[src/rtl/clkdiv_pkg.sv]
// clkdiv_pkg: shared limits and bus-slicing helper for the multi-channel clock divider
// Optional duty control is enabled by defining CLKDIV_DUTY_CTRL_EN.
package clkdiv_pkg;
  localparam int CLKDIV_CNT_W_DEFAULT = 27;
  localparam int CLKDIV_N_CH_MAX = 16;
  localparam int CLKDIV_CNT_W_MAX = 32;
  localparam int CLKDIV_BUS_MAX = CLKDIV_N_CH_MAX * CLKDIV_CNT_W_MAX;
  typedef logic [CLKDIV_CNT_W_MAX-1:0] clkdiv_field_t;
  typedef logic [CLKDIV_BUS_MAX-1:0] clkdiv_bus_t;
  // Returns channel k's w-bit field of a packed per-channel bus, zero-extended.
  function automatic clkdiv_field_t clkdiv_slice(input clkdiv_bus_t bus, input int unsigned k, input int unsigned w);
    clkdiv_bus_t s = bus >> (k * w);
    return clkdiv_field_t'(s) & ((clkdiv_field_t'(1) << w) - clkdiv_field_t'(1));
  endfunction
endpackage

[src/rtl/clock_divider_mc_if.sv]
// clock_divider_mc_if: control and output bundle of the multi-channel clock divider
interface clock_divider_mc_if #(parameter int N_CH = 4, parameter int CNT_W = 27);
  logic [N_CH-1:0] enable;
  logic [N_CH*CNT_W-1:0] divide;
  logic [N_CH*CNT_W-1:0] high_cnt;
  logic sync;
  logic [N_CH-1:0] clock_out;
  logic [N_CH-1:0] tick;
  logic [N_CH-1:0] load_ack;
  modport master(output enable, divide, high_cnt, sync, input clock_out, tick, load_ack);
  modport slave(input enable, divide, high_cnt, sync, output clock_out, tick, load_ack);
endinterface

[src/rtl/clkdiv_channel.sv]
// clkdiv_channel: one divider channel; high_cnt is honoured only when CLKDIV_DUTY_CTRL_EN is defined
module clkdiv_channel import clkdiv_pkg::*; #(
  parameter int CNT_W = CLKDIV_CNT_W_DEFAULT
) (
  input  logic             clock_in,
  input  logic             reset_n,
  input  logic             i_enable,
  input  logic             i_sync,
  input  logic [CNT_W-1:0] i_divide,
  input  logic [CNT_W-1:0] i_high_cnt,
  output logic             o_clock_out,
  output logic             o_tick,
  output logic             o_load_ack
);
  logic [CNT_W-1:0] r_cnt, r_div_q, r_hi_q, w_hi_next;
  logic w_active, w_boundary;
  assign w_active = i_enable && (r_div_q >= CNT_W'(2));
  assign w_boundary = !w_active || i_sync || (r_cnt == r_div_q - CNT_W'(1));
`ifdef CLKDIV_DUTY_CTRL_EN
  assign w_hi_next = (i_high_cnt < i_divide) ? i_high_cnt : i_divide;
`else
  logic w_unused_hi;
  assign w_unused_hi = ^i_high_cnt;
  assign w_hi_next = i_divide >> 1;
`endif
  // Count within the period; shadow the divisor only at boundaries so outputs never glitch.
  always_ff @(posedge clock_in or negedge reset_n) begin
    if (!reset_n) begin
      r_cnt <= '0;
      r_div_q <= '0;
      r_hi_q <= '0;
      o_clock_out <= 1'b0;
      o_tick <= 1'b0;
      o_load_ack <= 1'b0;
    end else begin
      r_cnt <= w_boundary ? '0 : r_cnt + CNT_W'(1);
      r_div_q <= w_boundary ? i_divide : r_div_q;
      r_hi_q <= w_boundary ? w_hi_next : r_hi_q;
      o_load_ack <= w_boundary && (i_divide != r_div_q);
      o_clock_out <= w_active && (r_cnt < r_hi_q);
      o_tick <= w_active && (r_cnt == '0);
    end
  end
endmodule

[src/rtl/clock_divider_mc.sv]
// clock_divider_mc: N_CH independent glitch-free clock dividers with shared sync (duty control via CLKDIV_DUTY_CTRL_EN)
module clock_divider_mc import clkdiv_pkg::*; #(
  parameter int N_CH = 4,
  parameter int CNT_W = CLKDIV_CNT_W_DEFAULT
) (
  input  logic clock_in,
  input  logic reset_n,
  clock_divider_mc_if.slave bus
);
  clkdiv_bus_t w_div_bus, w_hi_bus;
  logic [N_CH-1:0] w_clock_out, w_tick, w_load_ack;
  assign w_div_bus = clkdiv_bus_t'(bus.divide);
  assign w_hi_bus = clkdiv_bus_t'(bus.high_cnt);
  for (genvar k = 0; k < N_CH; k++) begin : g_ch
    clkdiv_channel #(.CNT_W(CNT_W)) u_ch (
      .clock_in   (clock_in),
      .reset_n    (reset_n),
      .i_enable   (bus.enable[k]),
      .i_sync     (bus.sync),
      .i_divide   (CNT_W'(clkdiv_slice(w_div_bus, k, CNT_W))),
      .i_high_cnt (CNT_W'(clkdiv_slice(w_hi_bus, k, CNT_W))),
      .o_clock_out(w_clock_out[k]),
      .o_tick     (w_tick[k]),
      .o_load_ack (w_load_ack[k])
    );
  end
  assign bus.clock_out = w_clock_out;
  assign bus.tick = w_tick;
  assign bus.load_ack = w_load_ack;
endmodule

[src/flat_wrapper.sv]
// flat-port wrapper written by rule: the top's interface ports become plain ports
module clock_divider_mc_flat import clkdiv_pkg::*;
#(
  parameter int N_CH = 4,
  parameter int CNT_W = CLKDIV_CNT_W_DEFAULT
)
  (clock_in, reset_n, bus_enable, bus_divide, bus_high_cnt, bus_sync, bus_clock_out, bus_tick, bus_load_ack);
  clock_divider_mc_if #(.N_CH(N_CH), .CNT_W(CNT_W)) bus_i ();
  input  logic clock_in;
  input  logic reset_n;
  input wire logic [$bits(bus_i.enable)-1:0] bus_enable;
  input wire logic [$bits(bus_i.divide)-1:0] bus_divide;
  input wire logic [$bits(bus_i.high_cnt)-1:0] bus_high_cnt;
  input wire logic [$bits(bus_i.sync)-1:0] bus_sync;
  output wire logic [$bits(bus_i.clock_out)-1:0] bus_clock_out;
  output wire logic [$bits(bus_i.tick)-1:0] bus_tick;
  output wire logic [$bits(bus_i.load_ack)-1:0] bus_load_ack;
  assign bus_i.enable = bus_enable;
  assign bus_i.divide = bus_divide;
  assign bus_i.high_cnt = bus_high_cnt;
  assign bus_i.sync = bus_sync;
  assign bus_clock_out = bus_i.clock_out;
  assign bus_tick = bus_i.tick;
  assign bus_load_ack = bus_i.load_ack;
  clock_divider_mc #(.N_CH(N_CH), .CNT_W(CNT_W)) u_core (.clock_in(clock_in), .reset_n(reset_n), .bus(bus_i));
endmodule
[config.mk]
export PLATFORM = sky130hd
export DESIGN_NAME = clock_divider_mc_flat
export DESIGN_NICKNAME = d
export VERILOG_FILES = /design/src/rtl/clkdiv_pkg.sv /design/src/rtl/clock_divider_mc_if.sv /design/src/rtl/clkdiv_channel.sv /design/src/rtl/clock_divider_mc.sv /design/src/flat_wrapper.sv
export SDC_FILE = /design/constraint.sdc
export NUM_CORES = 1
export LEC_CHECK = 0
export ABC_CLOCK_PERIOD_IN_PS = 5400
export BUFFER_PORTS_ARGS = -buffer_cell sky130_fd_sc_hd__buf_2
export CORE_MARGIN = 1.5
export CORE_UTILIZATION = 40
export DETAILED_ROUTE_END_ITERATION = 7
export HOLD_SLACK_MARGIN = 0.05
export SLEW_MARGIN = 40
export SYNTH_ARGS = -nofsm -noshare
export SYNTH_HDL_FRONTEND = slang
export SYNTH_HIERARCHICAL = 1
export SYNTH_SLANG_ARGS = --single-unit
[constraint.sdc]
create_clock -name clock_in -period 5.4 [get_ports clock_in]
set_clock_uncertainty 0.05 [all_clocks]
set_input_delay 0.81 -clock clock_in [delete_from_list [all_inputs] [get_ports clock_in]]
set_output_delay 0.81 -clock clock_in [all_outputs]
set_load 0.005 [all_outputs]
# Word-level counts from Yosys, hierarchy flattened
# Index checks and enable logic that the tools add are counted.
# totals
in_bits	223
register_bits	332
wordCells	84
out_inout_bits	12
# op_classes
add_sub_neg	8
n_reduce_logical	32
eq_ne	8
n_lt_le_gt_ge	8
n_mux	4
# ops
operator	count
$add 27x1->27 const B	4
$eq 27x27->1	4
$ge 27x2->1 const B	4
$logic_not 27->1	4
$lt 27x26->1	4
$mux 27	4
$ne 27x27->1	4
$sub 27x1->27 const B	4
$logic_and 1x1->1	16
$logic_or 1x1->1	8
$logic_not 1->1	4

# Logic depth before layout (Yosys ltp)
# Gate-level depths: netlist of the first run.
# depth
depth_word	6
ltp_mapped	13
depth_no_buf	10

# Modules after synthesis
# The synthesis of the first run kept the hierarchy.
# by_module_without_submodules
mod	cells_each	n_inst	area_per_inst_um2	seq_area_each_um2
clkdiv_channel	469	4	4383.0	1426.4

# Least setup slack after synthesis of the first run
# No wires, ideal clock.
# synth_path
kind	reg-to-reg
startpoint	register u_core.g_ch[0].u_ch.r_div_q[0]
endpoint	register u_core.g_ch[0].u_ch.r_div_q[11]
stages_incl_launch_ff	13
setup_slack_ns	1.741
t_required_ns	5.223
n_path_buf	2
setup_ns	0.127
arrival_ns	3.482
period_less_slack_ns	3.659
cell_sequence	dfrtp_1 > clkbuf_1 > inv_1 > ha_1 > or3b_2 > nor4_4 > and3_1 > nor4b_2 > o22ai_1 > or4_4 > o21ai_4 > buf_6 > mux2_1
# synth_between
elab_chain_cells	5
elab_cells_between_ends	7
cone_classes	add/sub (1); order compare (1); eq/ne (1); reduce/logical (4)
# synth_rtl
element	line	rtl
start, declared	clkdiv_channel.sv:15	logic [CNT_W-1:0] r_cnt, r_div_q, r_hi_q, w_hi_next;
start signal, assigned	clkdiv_channel.sv:37	r_div_q <= w_boundary ? i_divide : r_div_q;
branches (longest 4 deep; another with $sub 27x1->27)	-	
$logic_or 1x1->1 (*)	clkdiv_channel.sv:18	assign w_boundary = !w_active || i_sync || (r_cnt == r_div_q - CNT_W'(1));
# Mark *: on every way between the ends.
# A chain may end at the register's enable or synchronous reset.

# Worst setup path after layout of the first run
# layout_path
startpoint	register u_core.g_ch[1].u_ch.r_div_q[0]
endpoint	register u_core.g_ch[1].u_ch.r_div_q[26]
# layout_between
elab_chain_cells	5
elab_cells_between_ends	7
cone_classes	add/sub (1); order compare (1); eq/ne (1); reduce/logical (4)
# layout_rtl
element	line
start, declared	clkdiv_channel.sv:15
start signal, assigned	clkdiv_channel.sv:37
branches (longest 4 deep; another with $sub 27x1->27)	-
$logic_or 1x1->1 (*)	clkdiv_channel.sv:18
# Marked as above.

==> results of run 1 <==
-- stage by stage --
| step | worst slack, ns | total power [uW] | util, % | cells |
|---|---|---|---|---|
| CTS | 1.06 | 4670 | 44.9 | 2532 |
| finish | 1.04 | 4590 | 44.9 | 2532 |
| floorplan | 1.74 | 2450 | - | 1876 |
| detailed placement | 1.09 | 2690 | 42.7 | 2480 |
| global route | 0.803 | 4820 | 44.9 | 2532 |
| global placement | 1.14 | 2670 | 42.7 | 2479 |
-- power by group --
| part | internal (uW) | switching (uW) |
|---|---|---|
| Sequential | 1780 | 184 |
| Clock | 1180 | 752 |
| Combinational | 340 | 352 |
| Total | 3310 | 1290 |
-- layer usage --
layer  GRT usage [%]  vias up  routed length [um]
met5               0        -                   0
met4            5.04        0                1080
met3            2.75       55                1890
li1                -     6671                   -
met2            31.5      285               19800
met1            26.9     6604               20500
-- area by class of cell --
cell class | instances | share of cell area [%]
multi-input cells | 1404 | 55.4
flip-flops and latches | 228 | 29.4
clock buffers | 41 | 4.18
repair buffers | 135 | 4.01
well taps | 585 | 3.77
inverters | 128 | 2.48
clock inverters | 11 | 0.722
-- kinds of logic after synthesis --
logic type	count (synthesis)	share of synthesized area [%]
muxes	120	8.51
AOI/OAI and AO/OA	216	8.39
DFF	228	32.5
and+or+nand+nor	616	19.4
adders and majority gates	116	8.28
xor gates and xnor gates	336	16.8
buffers and inverters	244	6.14
-- how the worst min path moves through the flow --
stage / start / endpoint / slack (ns)
6_report: reset_n / u_core/g_ch[2].u_ch/r_div_q[4] / 0.09
5_1_grt: reset_n / u_core/g_ch[2].u_ch/r_div_q[6] / 0.12
4_1_cts: reset_n / u_core/g_ch[2].u_ch/r_div_q[4] / 0.1
3_5_place_dp: u_core/g_ch[2].u_ch/r_cnt[0] / u_core/g_ch[2].u_ch/r_cnt[0] / 0.54
3_3_place_gp: u_core/g_ch[3].u_ch/r_cnt[0] / u_core/g_ch[3].u_ch/r_cnt[0] / 0.53
2_1_floorplan: u_core/g_ch[0].u_ch/r_cnt[26] / u_core/g_ch[0].u_ch/o_tick / 0.45
-- layout by cell type, fill, tap and decap left out, drive strengths merged, types with 60 or more instances in the layout --
| master | instances |
|---|---|
| a21oi | 60 |
| nor2 | 152 |
| nor4 | 76 |
| buf | 135 |
| nand3 | 92 |
| inv | 130 |
| mux2 | 112 |
| ha | 116 |
| xnor2 | 224 |
| xor2 | 112 |
| dfrtp | 228 |
-- state kept, by name, indices dropped and copies added (netlist names) --
| register | flops |
|---|---|
| u_core/g_ch.u_ch/o_tick | 4 |
| u_core/g_ch.u_ch/o_clock_out | 4 |
| u_core/g_ch.u_ch/r_cnt | 108 |
| u_core/g_ch.u_ch/r_div_q | 108 |
| u_core/g_ch.u_ch/o_load_ack | 4 |
-- worst max-delay path, stage by stage (launching register included) --
cell	delay, ns
dfrtp_1	0.50
inv_1	0.13
ha_1	0.21
or3b_2	0.54
nor4_4	0.48
and3_1	0.27
nor4b_2	0.20
o22ai_1	0.10
or4_4	0.57
o21ai_4	0.47
buf_12	0.29
mux2_2	0.37
==> reports/qor.txt, run 1 <==
Overall Global Routing Usage = 19.3%
DRC viols = 0
First-pass GRT wire length = 70,700 um
GPL Wtd Cong = 0.898
Hpwl dp = 33,000 um
Initial antenna violation count = 0
Core area = 0.0432 mm2
Synthesis Warnings = 6
Via count of the routed design = 13,615
Power Dens Cells = 237 mW/mm2
Die Height = 212 um
Critical path capture point type = flip-flop
WP data arrival = 4.76 ns
Peak Freq = 229 MHz
Post-Syn Instances = 1,876
Reg-to-Reg Start = u_core/g_ch[1].u_ch/r_div_q[0]
# port buffers = 126
Latest clock arrival within the worst-skew pair = 0.57 ns
Number of H-tree levels = 1
Synth top area cells = dfrtp_1 (33%), xnor2_1 (11%), ha_1 (8.3%)
Root buffer cell = clkbuf_16
Post-CTS Resized = 0
Synth unique cells = 53
Routed wire per std cell = 17.1 um
Hold Buf Count CTS = 0
TNS Setup = 0 ns
Largest net degree at the start of global routing = 115
Ys async rst share = 100%
Area leader, netlist = dfrtp_1
Dominant synthesized flop cell = dfrtp_1
Area overhead of the layout relative to synthesis = 10.6%
Synth cell count leaders = dfrtp_1 (228), xnor2_1 (224), nor2_1 (152)
Sequential area share after synthesis = 32.5%
Worst vdd ir = 0.000214 V
Setup crit start kind = flip-flop
Status = finished, final reports clean
Pleak = 0.00880 uW
CP startpoint = u_core/g_ch[1].u_ch/r_div_q[0]
Post-route cell area = 0.0194 mm2
EDFF count, synth = 0
Fin. Hold Viols = 0
Maximum root-to-sink buffer count = 3
WHS = 0.0948 ns
Critical Path End = u_core/g_ch[1].u_ch/r_div_q[26]
Max-cap violations = 0
Die Width = 212 um
Most frequent cell after synthesis = dfrtp_1
Final Cycle Share = 80.8%
Num ports = 235
Register Area = 0.00571 mm2
Via/cell ratio = 5.38
Gr ovfl total = 0
Multi-input combinational cell area = 0.0108 mm2
R2R cell count = 11
Fill cells = 4,218
Post-CTS Setup Bufs = 0
Row cnt = 76
CP required = 5.80 ns
Reg2reg end = u_core/g_ch[1].u_ch/r_div_q[26]
DR pass1 iterations = 4
Post-Syn Area = 0.0175 mm2
Critical Path Fanout Max = 39
Die area = 0.0451 mm2
Unrepaired setup endpoints after global routing = false
Number of synthesized register bits = 228
Hold crit path type = in2async
Final setup vio count = 0
Clock buffer count from CTS = 29
Pins Over Slew Limit = 0
Initial core utilization = 40.6%
Antenna Violating Nets Remaining = 0
Clk slew on worst S/H paths = 0.06 ns
Flop2flop setup slack = 1.04 ns
# diodes = 0
Drt first-iter violations = 736
Synthesized area per cell = 9.35 um2
Share of cells above drive strength 1 = 13.7%
TritonCTS clock tree = built
Crit path time final = 4.36 ns
Nets = 2,265
Placement Cell Area = 0.0184 mm2
WL final = 43,300 um
Post-Syn Nets = 2,215
Critical path class = reg2reg
Share of the synthesized area in the top cell type = 32.5%
Vias in the first global route = 13,384
Max-Slew Margin vs Limit = 48.9%
Worst-margin pin slew = 0.759 ns
Clock sink count = 228
No activity file was read; power rests on OpenSTA's default activity.
==> run 2: changes to the inputs <==
- ABC_AREA: unset -> 1
- ABC_CLOCK_PERIOD_IN_PS: 5400 -> 4350
- clock period: 5.4 -> 4.35 ns (I/O delays scaled with it)
==> run 2 against run 1 <==
Compared with the run above: fmax grew 37%; via count increased by 30%; largest cell class unchanged; critical path depth rose by 6; register-to-register slack better by 0.13 ns; first-iteration DRC count increased by 64%; cell count rose by 38%; non-clock buffer count is 6 higher; wire length increased by 25%; largest power group unchanged.
==> reports/qor.txt, run 2 <==
Status = finished, final reports clean
Synthesis Warnings = 6 (unchanged)
Routed wire per std cell = 15.4 um (-9.9%)
Crit path time final = 3.18 ns (-1.18 ns)
Synthesized area per cell = 7.16 um2 (-23%)
WP data arrival = 3.62 ns (-1.14 ns)
Register Area = 0.00571 mm2 (unchanged)
Share of the synthesized area in the top cell type = 28.8% (-3.8 points)
Maximum root-to-sink buffer count = 3 (unchanged)
Peak Freq = 314 MHz (+37%)
Worst-margin pin slew = 0.659 ns (-0.100 ns)
Via count of the routed design = 17,752 (+30%)
Min-Delay Path Depth = 3
Worst vdd ir = 0.000250 V (+17%)
Ys async rst share = 100% (unchanged)
Initial antenna violation count = 2 (+2)
Area leader, netlist = dfrtp_1
Regs by FF count = u_core/g_ch.u_ch/r_cnt: 108 flops, u_core/g_ch.u_ch/r_div_q: 108 flops
Synth unique cells = 41 (-23%)
Max-Slew Margin vs Limit = 55.4% (+6.5 points)
Clock sink count = 228 (unchanged)
Commonest non-fill, non-tap cells in the layout = nand2_1 (792), nor2_1 (364), inv_1 (232)
Power Dens Cells = 266 mW/mm2 (+12%)
Drt first-iter violations = 1,208 (+64%)
Latest clock arrival within the worst-skew pair = 0.56 ns (about the same)
WHS = 0.259 ns (+0.164 ns)
Grt met3 use = 2.51% (-0.24 points)
Critical path class = reg2reg
DR pass1 iterations = 5 (+1)
Placed Cells = 3,451 (+39%)
Die area = 0.0509 mm2 (+13%)
Clk slew on worst S/H paths = 0.06 ns (about the same)
Layer with the highest usage = met2
Post-Syn Nets = 3,107 (+40%)
Synth top area cells = dfrtp_1 (29%), nand2_1 (15%), ha_1 (7.3%)
First-pass GRT wire length = 88,300 um (+25%)
Critical Path Fanout Max = 28 (-28%)
TritonCTS clock tree = built
Setup crit start kind = flip-flop
Post-Syn Area = 0.0198 mm2 (+13%)
R2R cell count = 17 (+6)
Fill cells = 4,999 (+19%)
Initial core utilization = 40.5% (-0.10 points)
Vias in the first global route = 17,314 (+29%)
Row cnt = 81 (+6.6%)
Antenna Violating Nets Remaining = 0 (unchanged)
Most frequent cell after synthesis = nand2_1
Clock buffer count from CTS = 29 (unchanged)
CP required = 4.79 ns (-1.01 ns)
TNS Setup = 0 ns (unchanged)
Unrepaired setup endpoints after global routing = false
Area overhead of the layout relative to synthesis = 8.70%
Root buffer cell = clkbuf_16
Pleak = 0.0101 uW (+15%)
GPL Wtd Cong = 0.943 (+5.0%)
Num ports = 235 (unchanged)
Overall Global Routing Usage = 21.3% (+2.0 points)
Hpwl dp = 41,500 um (+26%)
Nets = 3,159 (+39%)
Fin. Hold Viols = 0 (unchanged)
Die Height = 226 um (+6.3%)
Sequential area share after synthesis = 28.8% (-3.8 points)
Final Cycle Share = 73.1% (-7.6 points)
Max-cap violations = 0 (unchanged)
Number of synthesized register bits = 228 (unchanged)
Dominant synthesized flop cell = dfrtp_1
Final setup vio count = 0 (unchanged)
EDFF count, synth = 0 (unchanged)
Hold crit path type = in2reg
Core area = 0.0490 mm2 (+13%)
# port buffers = 126 (unchanged)
Largest net degree at the start of global routing = 100 (-13%)
Multi-input combinational cell area = 0.0124 mm2 (+16%)
Leading cell type in the layout, fill and taps excluded = nand2_1
WL final = 54,000 um (+25%)
Grt met1 use = 28.9% (+2.1 points)
Share of cells above drive strength 1 = 12.8% (-0.89 points)
Pins Over Slew Limit = 0 (unchanged)
Die Width = 226 um (+6.3%)
Gr ovfl total = 0 (unchanged)
Number of H-tree levels = 1 (unchanged)
Cell Count, Final, Fillers Out = 3,504 (+38%)
DRC viols = 0 (unchanged)
Critical path capture point type = flip-flop
Synth cell count leaders = nand2_1 (792), nor2_1 (364), inv_1 (232)
Via/cell ratio = 5.07 (-5.8%)
Post-Syn Instances = 2,768 (+48%)
Grt met2 use = 35.9% (+4.5 points)
run 2: repair_timing:
action                    4_1_cts  5_1_grt
setup buffers                   0        0
hold endpoints to repair        0       27
hold buffers                    0        1
resized for setup               0        0
run 2: per-layer routing:
layer	vias up	share of wire (%)	wire, um
met2	386	46	24900
li1	8969	-	-
met3	61	5.1	2730
met5	-	0.026	14
met1	8334	47	25100
met4	2	2.3	1260
run 2: logic make-up after synthesis:
logic type / count (synthesis) / share of synthesized area, %
AOI/OAI and AO/OA: 132 / 4.06
xor gates and xnor gates: 256 / 11.6
and+or+nand+nor: 1676 / 39.7
adders and majority gates: 116 / 7.32
buffers and inverters: 360 / 8.61
DFF: 228 / 28.8
run 2: path summary, 6_finish.rpt:
check,start,end,slack [ns]
max in group asynchronous,reset_n,u_core/g_ch[3].u_ch/r_div_q[1],2.74
min,bus_divide[74],u_core/g_ch[2].u_ch/r_div_q[20],0.26
max reg2reg,u_core/g_ch[1].u_ch/r_div_q[0],u_core/g_ch[1].u_ch/r_div_q[2],1.17
min reg2reg,u_core/g_ch[3].u_ch/r_cnt[0],u_core/g_ch[3].u_ch/r_cnt[0],0.47
max,u_core/g_ch[1].u_ch/r_div_q[0],u_core/g_ch[1].u_ch/r_div_q[2],1.17
min in group asynchronous,reset_n,u_core/g_ch[0].u_ch/r_div_q[9],0.49
run 2: per-stage QoR:
step / instance area (um2) / setup WS, ns / power, uW / util [%]
2_1_floorplan: 19800 / 2.02 / 3180 / -
5_1_grt: 21600 / 0.862 / 6070 / 44.0
3_3_place_gp: 20600 / 1.28 / 3470 / 42.1
4_1_cts: 21500 / 1.20 / 5820 / 44.0
6_report: 21600 / 1.17 / 5740 / 44.0
3_5_place_dp: 20600 / 1.21 / 3500 / 42.1
run 2: layout make-up:
class	count	area share [%]
antenna	1	0.0116
sequential	228	26.5
inverter	240	4.18
tap	664	3.85
multi-input combinational	2180	57.6
clock inverter	12	0.313
clock buffer	38	3.85
timing repair buffer	141	3.72
run 2: critical path, cell delays in order (launching register included):
cell     delay, ns
dfrtp_1       0.44
inv_1         0.21
ha_1          0.40
nand2_2       0.14
nor2_4        0.31
nand2_1       0.17
nor2_1        0.13
nand2_1       0.07
nand3_1       0.08
nand2_1       0.07
nor2_1        0.09
nand2_1       0.10
nor2_2        0.10
nand2_2       0.07
nand2_4       0.28
buf_12        0.23
nand2_1       0.08
nand2_1       0.07
run 2: power by group:
group / switching, uW / internal [uW] / leakage [uW]
registers: 221 / 2210 / 0.00293
clock network: 953 / 1320 / 0.000446
logic: 624 / 404 / 0.00677
total: 1800 / 3940 / 0.0101
